<file path="src/rtl/line_builder_pkg.sv">
// Shared constants, state encoding and sizing helper for the cache line builder.
package line_builder_pkg;

   localparam int CACHE_WORD_W     = 16;
   localparam int CACHE_LINE_WORDS = 4;
   localparam int CACHE_LINE_W     = CACHE_WORD_W * CACHE_LINE_WORDS;

   typedef enum logic {
      FILL = 1'b0,
      FULL = 1'b1
   } state_t;

   // Bits needed to address one word slot within a line.
   function automatic int slot_idx_w(input int words);
      return $clog2(words);
   endfunction

endpackage

</file>
<file path="src/rtl/line_builder_if.sv">
// Word-in / line-out bus of the line builder; the parity signals exist only
// when LINE_BUILDER_PARITY_EN is defined.
interface line_builder_if
   import line_builder_pkg::*;
#(
   parameter int WORD_W = CACHE_WORD_W,
   parameter int WORDS  = CACHE_LINE_WORDS
);
   localparam int LINE_W = WORD_W * WORDS;
   localparam int FC_W   = slot_idx_w(WORDS) + 1;

   logic              abort;
   logic [WORD_W-1:0] in_word;
   logic              in_valid;
   logic              in_ready;
   logic [LINE_W-1:0] line_out;
   logic              line_valid;
   logic              line_ready;
   logic [FC_W-1:0]   fill_count;
`ifdef LINE_BUILDER_PARITY_EN
   logic              in_parity;
   logic [WORDS-1:0]  line_parity;
   logic              parity_err;

   modport master (
      output abort, in_word, in_valid, line_ready, in_parity,
      input  in_ready, line_out, line_valid, fill_count, line_parity, parity_err
   );
   modport slave (
      input  abort, in_word, in_valid, line_ready, in_parity,
      output in_ready, line_out, line_valid, fill_count, line_parity, parity_err
   );
`else
   modport master (
      output abort, in_word, in_valid, line_ready,
      input  in_ready, line_out, line_valid, fill_count
   );
   modport slave (
      input  abort, in_word, in_valid, line_ready,
      output in_ready, line_out, line_valid, fill_count
   );
`endif

endinterface

</file>
<file path="src/rtl/line_builder_parity_calc.sv">
// Even parity (XOR reduction) of one incoming word.
module line_builder_parity_calc #(
   parameter int WORD_W = 16
) (
   input  logic [WORD_W-1:0] word,
   output logic              parity
);

   assign parity = ^word;

endmodule

</file>
<file path="src/rtl/line_builder.sv">
// Packs a stream of WORD_W-bit memory words into a WORDS-word cache line, bottom slot first.
// Optional per-slot parity tracking is enabled with LINE_BUILDER_PARITY_EN.
module line_builder
   import line_builder_pkg::*;
#(
   parameter int WORD_W = CACHE_WORD_W,
   parameter int WORDS  = CACHE_LINE_WORDS
) (
   input  logic          clk,
   input  logic          rst,
   line_builder_if.slave bus
);

   localparam int LINE_W = WORD_W * WORDS;
   localparam int SLOT_W = slot_idx_w(WORDS);
   localparam int FC_W   = SLOT_W + 1;

   state_t            state_reg;
   state_t            state_next;
   logic [FC_W-1:0]   fill_count_reg;
   logic [FC_W-1:0]   fill_count_next;
   logic [WORD_W-1:0] slot_reg [WORDS];
   logic [WORDS-1:0]  slot_we;
   logic [LINE_W-1:0] line_flat;
   logic [SLOT_W-1:0] slot_idx;
   logic              accept;
   logic              consume;

   // Abort suppresses the accept, so a word presented alongside it never lands.
   assign accept   = (state_reg == FILL) && bus.in_valid && !bus.abort;
   assign consume  = (state_reg == FULL) && bus.line_ready;
   assign slot_idx = fill_count_reg[SLOT_W-1:0];

   always_ff @(posedge clk or posedge rst) begin
      if (rst) begin
         state_reg      <= FILL;
         fill_count_reg <= '0;
      end else begin
         state_reg      <= state_next;
         fill_count_reg <= fill_count_next;
      end
   end

   always_comb begin
      state_next      = state_reg;
      fill_count_next = fill_count_reg;
      if (bus.abort) begin
         state_next      = FILL;
         fill_count_next = '0;
      end else begin
         case (state_reg)
            FILL: begin
               if (accept) begin
                  fill_count_next = fill_count_reg + FC_W'(1);
                  if (fill_count_reg == FC_W'(WORDS - 1)) begin
                     state_next = FULL;
                  end
               end
            end
            FULL: begin
               if (consume) begin
                  state_next      = FILL;
                  fill_count_next = '0;
               end
            end
            default: begin
               state_next      = FILL;
               fill_count_next = '0;
            end
         endcase
      end
   end

   genvar gi;
   generate
      for (gi = 0; gi < WORDS; gi++) begin : g_slot
         assign slot_we[gi] = accept && (slot_idx == SLOT_W'(gi));
         assign line_flat[gi*WORD_W +: WORD_W] = slot_reg[gi];
      end
   endgenerate

   // Slots are never cleared on consume or abort; stale words are simply overwritten.
   always_ff @(posedge clk or posedge rst) begin
      if (rst) begin
         for (int i = 0; i < WORDS; i++) begin
            slot_reg[i] <= '0;
         end
      end else begin
         for (int i = 0; i < WORDS; i++) begin
            if (slot_we[i]) begin
               slot_reg[i] <= bus.in_word;
            end
         end
      end
   end

   assign bus.in_ready   = (state_reg == FILL);
   assign bus.line_valid = (state_reg == FULL);
   assign bus.fill_count = fill_count_reg;
   assign bus.line_out   = line_flat;

`ifdef LINE_BUILDER_PARITY_EN
   logic             word_parity;
   logic [WORDS-1:0] line_parity_reg;
   logic             parity_err_reg;

   line_builder_parity_calc #(
      .WORD_W (WORD_W)
   ) u_parity_calc (
      .word   (bus.in_word),
      .parity (word_parity)
   );

   always_ff @(posedge clk or posedge rst) begin
      if (rst) begin
         line_parity_reg <= '0;
         parity_err_reg  <= 1'b0;
      end else if (bus.abort) begin
         line_parity_reg <= '0;
         parity_err_reg  <= 1'b0;
      end else begin
         for (int i = 0; i < WORDS; i++) begin
            if (slot_we[i]) begin
               line_parity_reg[i] <= word_parity;
            end
         end
         parity_err_reg <= accept && (bus.in_parity != word_parity);
      end
   end

   assign bus.line_parity = line_parity_reg;
   assign bus.parity_err  = parity_err_reg;
`endif

endmodule

</file>
<file path="src/flat_wrapper.sv">
// flat-port wrapper written by rule: the top's interface ports become plain ports
module line_builder_flat import line_builder_pkg::*;
#(
   parameter int WORD_W = CACHE_WORD_W,
   parameter int WORDS  = CACHE_LINE_WORDS
)
  (clk, rst, bus_abort, bus_in_word, bus_in_valid, bus_line_ready, bus_in_ready, bus_line_out, bus_line_valid, bus_fill_count);
  line_builder_if #(.WORD_W(WORD_W), .WORDS(WORDS)) bus_i ();
  input  logic clk;
  input  logic rst;
  input wire logic [$bits(bus_i.abort)-1:0] bus_abort;
  input wire logic [$bits(bus_i.in_word)-1:0] bus_in_word;
  input wire logic [$bits(bus_i.in_valid)-1:0] bus_in_valid;
  input wire logic [$bits(bus_i.line_ready)-1:0] bus_line_ready;
  output wire logic [$bits(bus_i.in_ready)-1:0] bus_in_ready;
  output wire logic [$bits(bus_i.line_out)-1:0] bus_line_out;
  output wire logic [$bits(bus_i.line_valid)-1:0] bus_line_valid;
  output wire logic [$bits(bus_i.fill_count)-1:0] bus_fill_count;
  assign bus_i.abort = bus_abort;
  assign bus_i.in_word = bus_in_word;
  assign bus_i.in_valid = bus_in_valid;
  assign bus_i.line_ready = bus_line_ready;
  assign bus_in_ready = bus_i.in_ready;
  assign bus_line_out = bus_i.line_out;
  assign bus_line_valid = bus_i.line_valid;
  assign bus_fill_count = bus_i.fill_count;
  line_builder #(.WORD_W(WORD_W), .WORDS(WORDS)) u_core (.clk(clk), .rst(rst), .bus(bus_i));
endmodule
</file>
<file path="config.mk">
export PLATFORM = sky130hd
export DESIGN_NAME = line_builder_flat
export DESIGN_NICKNAME = d
export VERILOG_FILES = /design/src/rtl/line_builder_pkg.sv /design/src/rtl/line_builder_if.sv /design/src/rtl/line_builder_parity_calc.sv /design/src/rtl/line_builder.sv /design/src/flat_wrapper.sv
export SDC_FILE = /design/constraint.sdc
export NUM_CORES = 1
export LEC_CHECK = 0
export CORE_UTILIZATION = 45
export CTS_CLUSTER_DIAMETER = 120
export DETAILED_ROUTE_END_ITERATION = 10
export PLACE_DENSITY_LB_ADDON = 0.2
export SLEW_MARGIN = 20
export SYNTH_ARGS = -nofsm -noshare
export SYNTH_HDL_FRONTEND = slang
export SYNTH_SLANG_ARGS = --single-unit
</file>
<file path="constraint.sdc">
create_clock -name clk -period 4.5 [get_ports clk]
set_input_delay 0.9 -clock clk [delete_from_list [all_inputs] [get_ports clk]]
set_output_delay 0.9 -clock clk [all_outputs]
set_load 0.01 [all_outputs]
</file>
Word level (Yosys, flattened, before mapping)
Index checks and enable logic that the tools add are counted.

storage, ports and cells
  bits in registers = 68
  bits in latches = 0
  bits in writable memories = 0
  bits in read-only memories = 0
  word-level logic and storage cells = 33
  memories = 0

cells by class
  add/sub/neg operators = 1
  $mul = 0
  div/mod/pow operators = 0
  magnitude comparators = 0
  equal/unequal tests = 6
  shifts and indexed selects = 0
  multiplexer cells = 9
  bitwise operators = 1
  reductions and logical operators = 10

operators with widths
  kind                                                 count
  2-to-1 mux 3 bit                                     3
  logical AND 1 bit                                    7
  case mux 3 bit (2 select lines)                      1
  equality test 2 bit, second input constant           2
  2-to-1 mux 1 bit                                     4
  adder 3 x 1 -> 3 bit, second input constant          1
  equality test 3 x 2 -> 1 bit, second input constant  1
  != test 3 x 2 -> 1 bit, second input constant        1
  != test 3 bit, second input constant                 1
  equality test 2 x 1 -> 1 bit, second input constant  1
  logical NOT 2 bit                                    1
  case mux 1 bit (2 select lines)                      1
  AND reduction 2 bit                                  1
  logical NOT 1 bit                                    1
  NOT 1 bit                                            1

Longest topological paths before layout
Gate-level depths: netlist of run 1.

  word-level depth = 6
  depth in mapped cells = 6
  depth with buffers taken out = 4

Worst setup path before layout of run 1
Ideal clock, no wire load.

  path type = input port to flip-flop
  from = in bus_abort
  to = reg u_core.slot_reg, in the netlist u_core.bus.line_out[0]
  library setup time = 125 ps
  arrival = 1,912 ps
  data required time = 4,375 ps
  path slack = 2,462 ps
  cell stages on the path = 5
  buffers on the path = 3
  path through = buf_2 -> nor4bb_1 -> buf_4 -> buf_12 -> mux2_4

between the ends
  word-level cells in the longest chain between the ends = 3

ends and longest elaborated chain
  element                         line                source
  start: declaration              flat_wrapper.sv:11  input wire logic [$bits(bus_i.abort)-1:0] bus_abort;
  logical NOT 1 bit               line_builder.sv:30  assign accept = (state_reg == FILL) && bus.in_valid && !bus.abort;
  logical AND 1 bit               line_builder.sv:30
  logical AND 1 bit               line_builder.sv:77  assign slot_we[gi] = accept && (slot_idx == SLOT_W'(gi));
  end signal: indexed assignment  line_builder.sv:91  slot_reg[i] <= bus.in_word;
  end: declaration                line_builder.sv:22  logic [WORD_W-1:0] slot_reg [WORDS];

Every way passes these cells.
A chain may end at the register's enable or synchronous reset.

Final worst setup path of run 1
  from = in bus_abort
  to = reg u_core.slot_reg, in the netlist u_core.bus.line_out[8]

The elaborated chain is that of the path after synthesis.

==> results.yml, run 1 <==
outcome:
  status: "finished, final reports clean"
synthesis:
  synth-edff-count: 0
  synth_top_area_frac: 0.596
  ys_seq_area_frac: 0.596
  syn_avg_cell_area_um2: 17.2
  yosys_register_bits: 68
  synth_top_cell_by_area: "dfrtp_1"
  synthArstFlopShare: 1.00
  yosys_most_used_dff: "dfrtp_1"
  yosys_warnings: 0
  synth_area_um2: 2860
  ys_types: 16
  synthTopCellsByArea: "dfrtp_1, mux2_4, mux2_2"
  synth_cells: 166
  yosys-top-cells-count: "dfrtp_1, mux2_2, mux2_4, ha_1, inv_1"
  syn_nets: 192
  post-synth-top-count-cell: "dfrtp_1"
floorplanning:
  fp.dieH_um: 81.7
  num_io_pins: 90
  die-width_um: 81.7
  fp-row-count: 28
  start_util: 0.474
  die-area_um2: 6670
  core_area_um2: 6030
route:
  wl_per_cell_um: 17.4
  vias: 1703
  dr.first_iter.drc_count: 31
  ant_nets: 0
  dr.pass1.iters: 4
  drt-total-wl_um: 5940
  drc: 0
  vias_per_cell: 4.99
critical_path:
  path_class: "input pin to flop"
  worstPathCellList: "clkdlybuf4s50_1 > nor4bb_4 > buf_4 > mux2_4"
  cp_top_family: "buffers and inverters"
  cp_slowest_cell: "nor4bb_4"
  slowest_delay_ns: 0.77
  end_kind: "flop"
  arrival_ns: 3.02
  cp-start-kind: "input pin"
  worst-path-buf-inv: 2
  critPathRequiredTime_ns: 4.71
  critPathMaxFanout: 11
sta:
  fin_crit_ns: 2.81
  max_freq_ghz: 0.356
  setup_viol: 0
  finalMaxSlewViolations: 0
  fin_crit_sh: 0.625
  hold_viol: 0
  finalClockSkew_ns: 0.00561
  tns_ns: 0
  relSlewSlack: 0.363
  rsz0062_at_grt: "no"
  max_slew.worst_pin.slew_ns: 0.954
clock_tree:
  clockBufferDepth: 2
  hold_buffers: 0
  clk_pin_slew_worst_paths_ns: 0.07
  clkLatencyLatePin_ns: 0.33
  cts_max_level: 3
  clock-sinks: 68
  cts_made_buffers: 9
  cts_tree: "built"
  post_cts_buffers: 0
  cts_resized: 0
  root_buffer: "clkbuf_8"
cells_and_area:
  nets: 287
  finalInstanceArea_um2: 4040
  drive_above_1_share: 0.342
  fin_cells: 341
  fillerInstances: 447
  largest_register_ffs: 64
  area_growth_pct: 41.5
  n_antenna_cell: 0
worst_hold_path:
  hold_class: "flop to flop"
power_and_ir_drop:
  max-vdd-ir-drop_mv: 0.277
  power.density_nw_per_um2: 522
  leakage_nw: 1.76
global_routing:
  grt_max_degree: 46
  grt_pass1_vias: 1717
  globalRouteTotalUtil: 0.195
  grt_overflow_total: 0
  antenna_found_initial: 0
  grt_pass1_wl_um: 9380
placed_design:
  hpwl_um: 4040
  placed_area_um2: 3820
  place.gp.congestion: 0.789
  port_buffers: 89
  placedCellCount: 325
job:
  cap_violations: 0
[cell families (layout without fill, tap and decap cells)]
family | after synthesis | in the layout | synth area share
compound gates | 4 | 4 | 0.00964
fa+ha+maj | 5 | 5 | 0.0219
buf+inv | 15 | 115 | 0.0469
flops | 68 | 68 | 0.596
simple gates | 9 | 9 | 0.0298
mux | 65 | 65 | 0.296
[cell type report]
cell class / instances / area, µm² / share of cell area
well taps: 75 / 93.8 / 0.0232
repair buffers: 94 / 928 / 0.230
flip-flops and latches: 68 / 1700 / 0.421
inverters: 5 / 18.8 / 0.00465
clock inverters: 4 / 72.6 / 0.0180
clock buffers: 12 / 145 / 0.0359
multi-input cells: 83 / 1080 / 0.267
[through the flow]
stage                     hold WS [ns]  setup slack (ns)  power, mW  utilization
after CTS                        0.510              1.71       2.13        0.670
after floorplan                  0.551              1.89       1.17            -
final                            0.507              1.69       2.11        0.670
after global routing             0.521              1.58       2.21        0.670
after detailed placement         0.495              1.35       1.57        0.634
after global placement           0.489              1.40       1.56        0.634
[worst reg2reg max path, stage by stage, from the launching register on]
cell	delay, ns
dfrtp_1	0.59
nor4bb_4	0.75
buf_4	0.32
mux2_4	0.31
[report_power, final]
| part | internal, mW | switching, mW | leakage (nW) | total (mW) |
|---|---|---|---|---|
| clock network | 0.327 | 0.223 | 0.107 | 0.550 |
| logic | 0.461 | 0.226 | 0.805 | 0.687 |
| registers | 0.774 | 0.0977 | 0.852 | 0.872 |
| total | 1.56 | 0.546 | 1.76 | 2.11 |
[layout by cell type (no fill, tap or decap)]
cell type and n:
clkdlybuf4s50_1 89, inv_1 4, buf_4 5, inv_2 1, a21oi_1 1, or4b_2 2, clkbuf_8 10, dfrtp_1 68
nand3b_1 1, clkinvlp_4 1, ha_1 5, bufinv_16 2, nand2b_1 1, o31ai_1 3, clkinv_2 1, nor4bb_4 4
mux2_2 35, clkbuf_1 2, or4bb_1 1, mux2_4 30
[final timing paths]
check | start | endpoint | slack [ns] | cells after the start
worst max-delay path | bus_abort | u_core.bus.line_out[8] | 1.69 | 4
worst min-delay path | u_core.bus.line_out[58] | u_core.bus.line_out[58] | 0.51 | 1
worst max register to register | u_core.bus.line_valid | u_core.bus.line_out[8] | 2.40 | 3
worst min register to register | u_core.bus.line_out[58] | u_core.bus.line_out[58] | 0.51 | 1
max in group asynchronous | rst | u_core.bus.line_out[40] | 2.51 | 3
min in group asynchronous | rst | u_core.bus.line_out[54] | 1.10 | 2
[per-layer routing]
metal | track usage | share of wire | up-vias
met1 | 0.284 | 0.49 | 858
li1 | - | - | 784
met5 | 0 | 0 | -
met3 | 0.0478 | 0.049 | 9
met4 | 0.0789 | 0.012 | 0
met2 | 0.277 | 0.45 | 52
(Power assumes the default switching activity.)
==> run 2, diff against run 1 <==
--- a/config.mk
+++ b/config.mk
@@ -5,7 +5,7 @@
 export SDC_FILE = /design/constraint.sdc
 export NUM_CORES = 1
 export LEC_CHECK = 0
-export CORE_UTILIZATION = 45
+export CORE_UTILIZATION = 42
 export CTS_CLUSTER_DIAMETER = 120
 export DETAILED_ROUTE_END_ITERATION = 10
 export PLACE_DENSITY_LB_ADDON = 0.2
==> constraint.sdc (replaced) <==
create_clock -name clk -period 2.45 [get_ports clk]
set_input_delay 0.49 -clock clk [delete_from_list [all_inputs] [get_ports clk]]
set_output_delay 0.49 -clock clk [all_outputs]
set_load 0.01 [all_outputs]
==> run 2 against run 1 <==
  * The flow now finishes with violations (DRC)
  * Worst setup slack got worse by 1.4 ns
  * Critical path depth decreased by 3
  * Register-to-register slack worse by 1.7 ns
  * Global-route usage decreased by 1.9 points
  * Combinational power grew 85%
  * First-iteration DRC count grew to 3.2 times the previous value
  * Cell count increased by 2.3%
  * Core utilization fell by 3.2 points
  * Critical path type is now flop to output port
==> results.yml, run 2 (synthesis gave the netlist of run 1 again) <==
cells_and_area:
  fillerInstances: 497
  area_growth_pct: 44.4
  drive_above_1_share: 0.360
  n_antenna_cell: 0
  final_core_util: 0.638
  nets: 293
  largest_register_ffs: 64
  final_cell_mix: "clkdlybuf4s50_1, dfrtp_1, mux2_2, mux2_4, buf_4"
  layout_commonest_cell: "clkdlybuf4s50_1"
critical_path:
  critPathMaxFanout: 12
  worstPathCellList: "clkdlybuf4s50_1"
  cp-start-kind: "flop"
  cp_top_family: "flip-flops"
  slowest_delay_ns: 0.71
  startpoint: "u_core.bus.line_valid"
  regToRegSetupSlack_ns: 0.71
  ff2ff_path_depth: 5
  cp_num_cells: 1
  cp_slowest_cell: "dfrtp_1"
  end_kind: "output port"
  arrival_ns: 1.70
  crit_end: "bus_line_valid"
  reg2reg_to: "u_core.bus.line_out[32]"
  rr_startpoint: "u_core.bus.fill_count[0]"
  critPathRequiredTime_ns: 1.96
  path_class: "flop to output port"
  worst-path-buf-inv: 1
outcome:
  status: "complete, but fails checks"
  violations: "DRC"
global_routing:
  antenna_found_initial: 0
  globalRouteTotalUtil: 0.176
  grt_overflow_total: 0
  grt_pass1_vias: 1851
  grt_pass1_wl_um: 9440
  grt_max_degree: 69
sta:
  max_freq_ghz: 0.456
  relSlewSlack: 0.617
  finalClockSkew_ns: 0.00724
  tns_ns: 0
  hold_viol: 0
  setup_viol: 0
  max_slew.worst_pin.slew_ns: 0.575
  finalMaxSlewViolations: 0
  fin_crit_ns: 2.19
  fin_crit_sh: 0.894
  rsz0062_at_grt: "no"
floorplanning:
  die-area_um2: 7130
  num_io_pins: 90
  fp-row-count: 29
  start_util: 0.442
  core_area_um2: 6460
  fp.dieH_um: 84.5
  die-width_um: 84.5
job:
  cap_violations: 0
route:
  vias: 1744
  wl_per_cell_um: 16.5
  ant_nets: 0
  vias_per_cell: 5.00
  dr.pass1.iters: 11
  drt-total-wl_um: 5770
  dr.first_iter.drc_count: 100
  drc: 8
clock_tree:
  clk_pin_slew_worst_paths_ns: 0.07
  clock-sinks: 68
  root_buffer: "clkbuf_8"
  clkLatencyLatePin_ns: 0.35
  clockBufferDepth: 2
  post_cts_buffers: 0
  cts_max_level: 3
  cts_tree: "built"
  cts_made_buffers: 9
  cts_resized: 0
  hold_buffers: 0
placed_design:
  place.gp.congestion: 0.729
  port_buffers: 89
  hpwl_um: 4040
power_and_ir_drop:
  power.density_nw_per_um2: 964
  leakage_nw: 1.80
  max-vdd-ir-drop_mv: 0.574
worst_hold_path:
  hold_depth: 1
  hold_class: "flop to flop"
## run 2: cell count changes in the layout (fill, tap and decap cells not counted)
cell	change
buf_12	+1
buf_4	+5
bufinv_16	+1
clkbuf_1	-1
clkbuf_8	-1
clkinv_2	-1
clkinvlp_4	+2
## run 2: metal layers
metal,vias up,GRT usage,part of all wire,wire length [µm]
met5,-,0,0,0
met4,0,0.0817,0.022,125
met3,12,0.0728,0.088,507
met2,73,0.241,0.41,2380
met1,871,0.243,0.48,2760
li1,788,-,-,-
## run 2: worst min-delay path by stage
stage / to / from / slack [ns]
2_1_floorplan: u_core.bus.line_out[10] / u_core.bus.line_out[10] / 0.55
3_3_place_gp: u_core.bus.line_out[44] / u_core.bus.line_out[44] / 0.49
3_5_place_dp: u_core.bus.line_out[31] / u_core.bus.line_out[31] / 0.49
4_1_cts: u_core.bus.line_out[16] / u_core.bus.line_out[16] / 0.51
5_1_grt: u_core.bus.line_out[52] / u_core.bus.line_out[52] / 0.52
6_report: u_core.bus.line_out[52] / u_core.bus.line_out[52] / 0.51
## run 2: cell type report
class                   count  area, µm²  share of cell area
flip-flops and latches     68       1700               0.413
multi-input cells          83       1080               0.262
repair buffers            100        986               0.239
clock buffers              10        128              0.0310
clock inverters             6        113              0.0273
well taps                  77       96.3              0.0234
inverters                   5       18.8             0.00455
## run 2: per-stage QoR
step / hold WS, ns / std cells / setup slack (ns) / instance area [µm²] / total power, mW
6_report: 0.507 / 349 / 0.259 / 4120 / 3.97
5_1_grt: 0.520 / 349 / 0.191 / 4120 / 4.16
4_1_cts: 0.511 / 349 / 0.234 / 4120 / 4.02
3_5_place_dp: 0.495 / 333 / 0.208 / 3880 / 2.90
3_3_place_gp: 0.490 / 333 / 0.219 / 3880 / 2.87
2_1_floorplan: 0.551 / 166 / 0.248 / 2860 / 2.14
## run 2: power by group
| group | total [mW] | switching [mW] | leakage, nW | internal (mW) |
|---|---|---|---|---|
| sequential | 1.60 | 0.180 | 0.852 | 1.42 |
| combinational | 1.27 | 0.417 | 0.841 | 0.854 |
| clock | 1.10 | 0.427 | 0.109 | 0.676 |
| total | 3.97 | 1.02 | 1.80 | 2.95 |
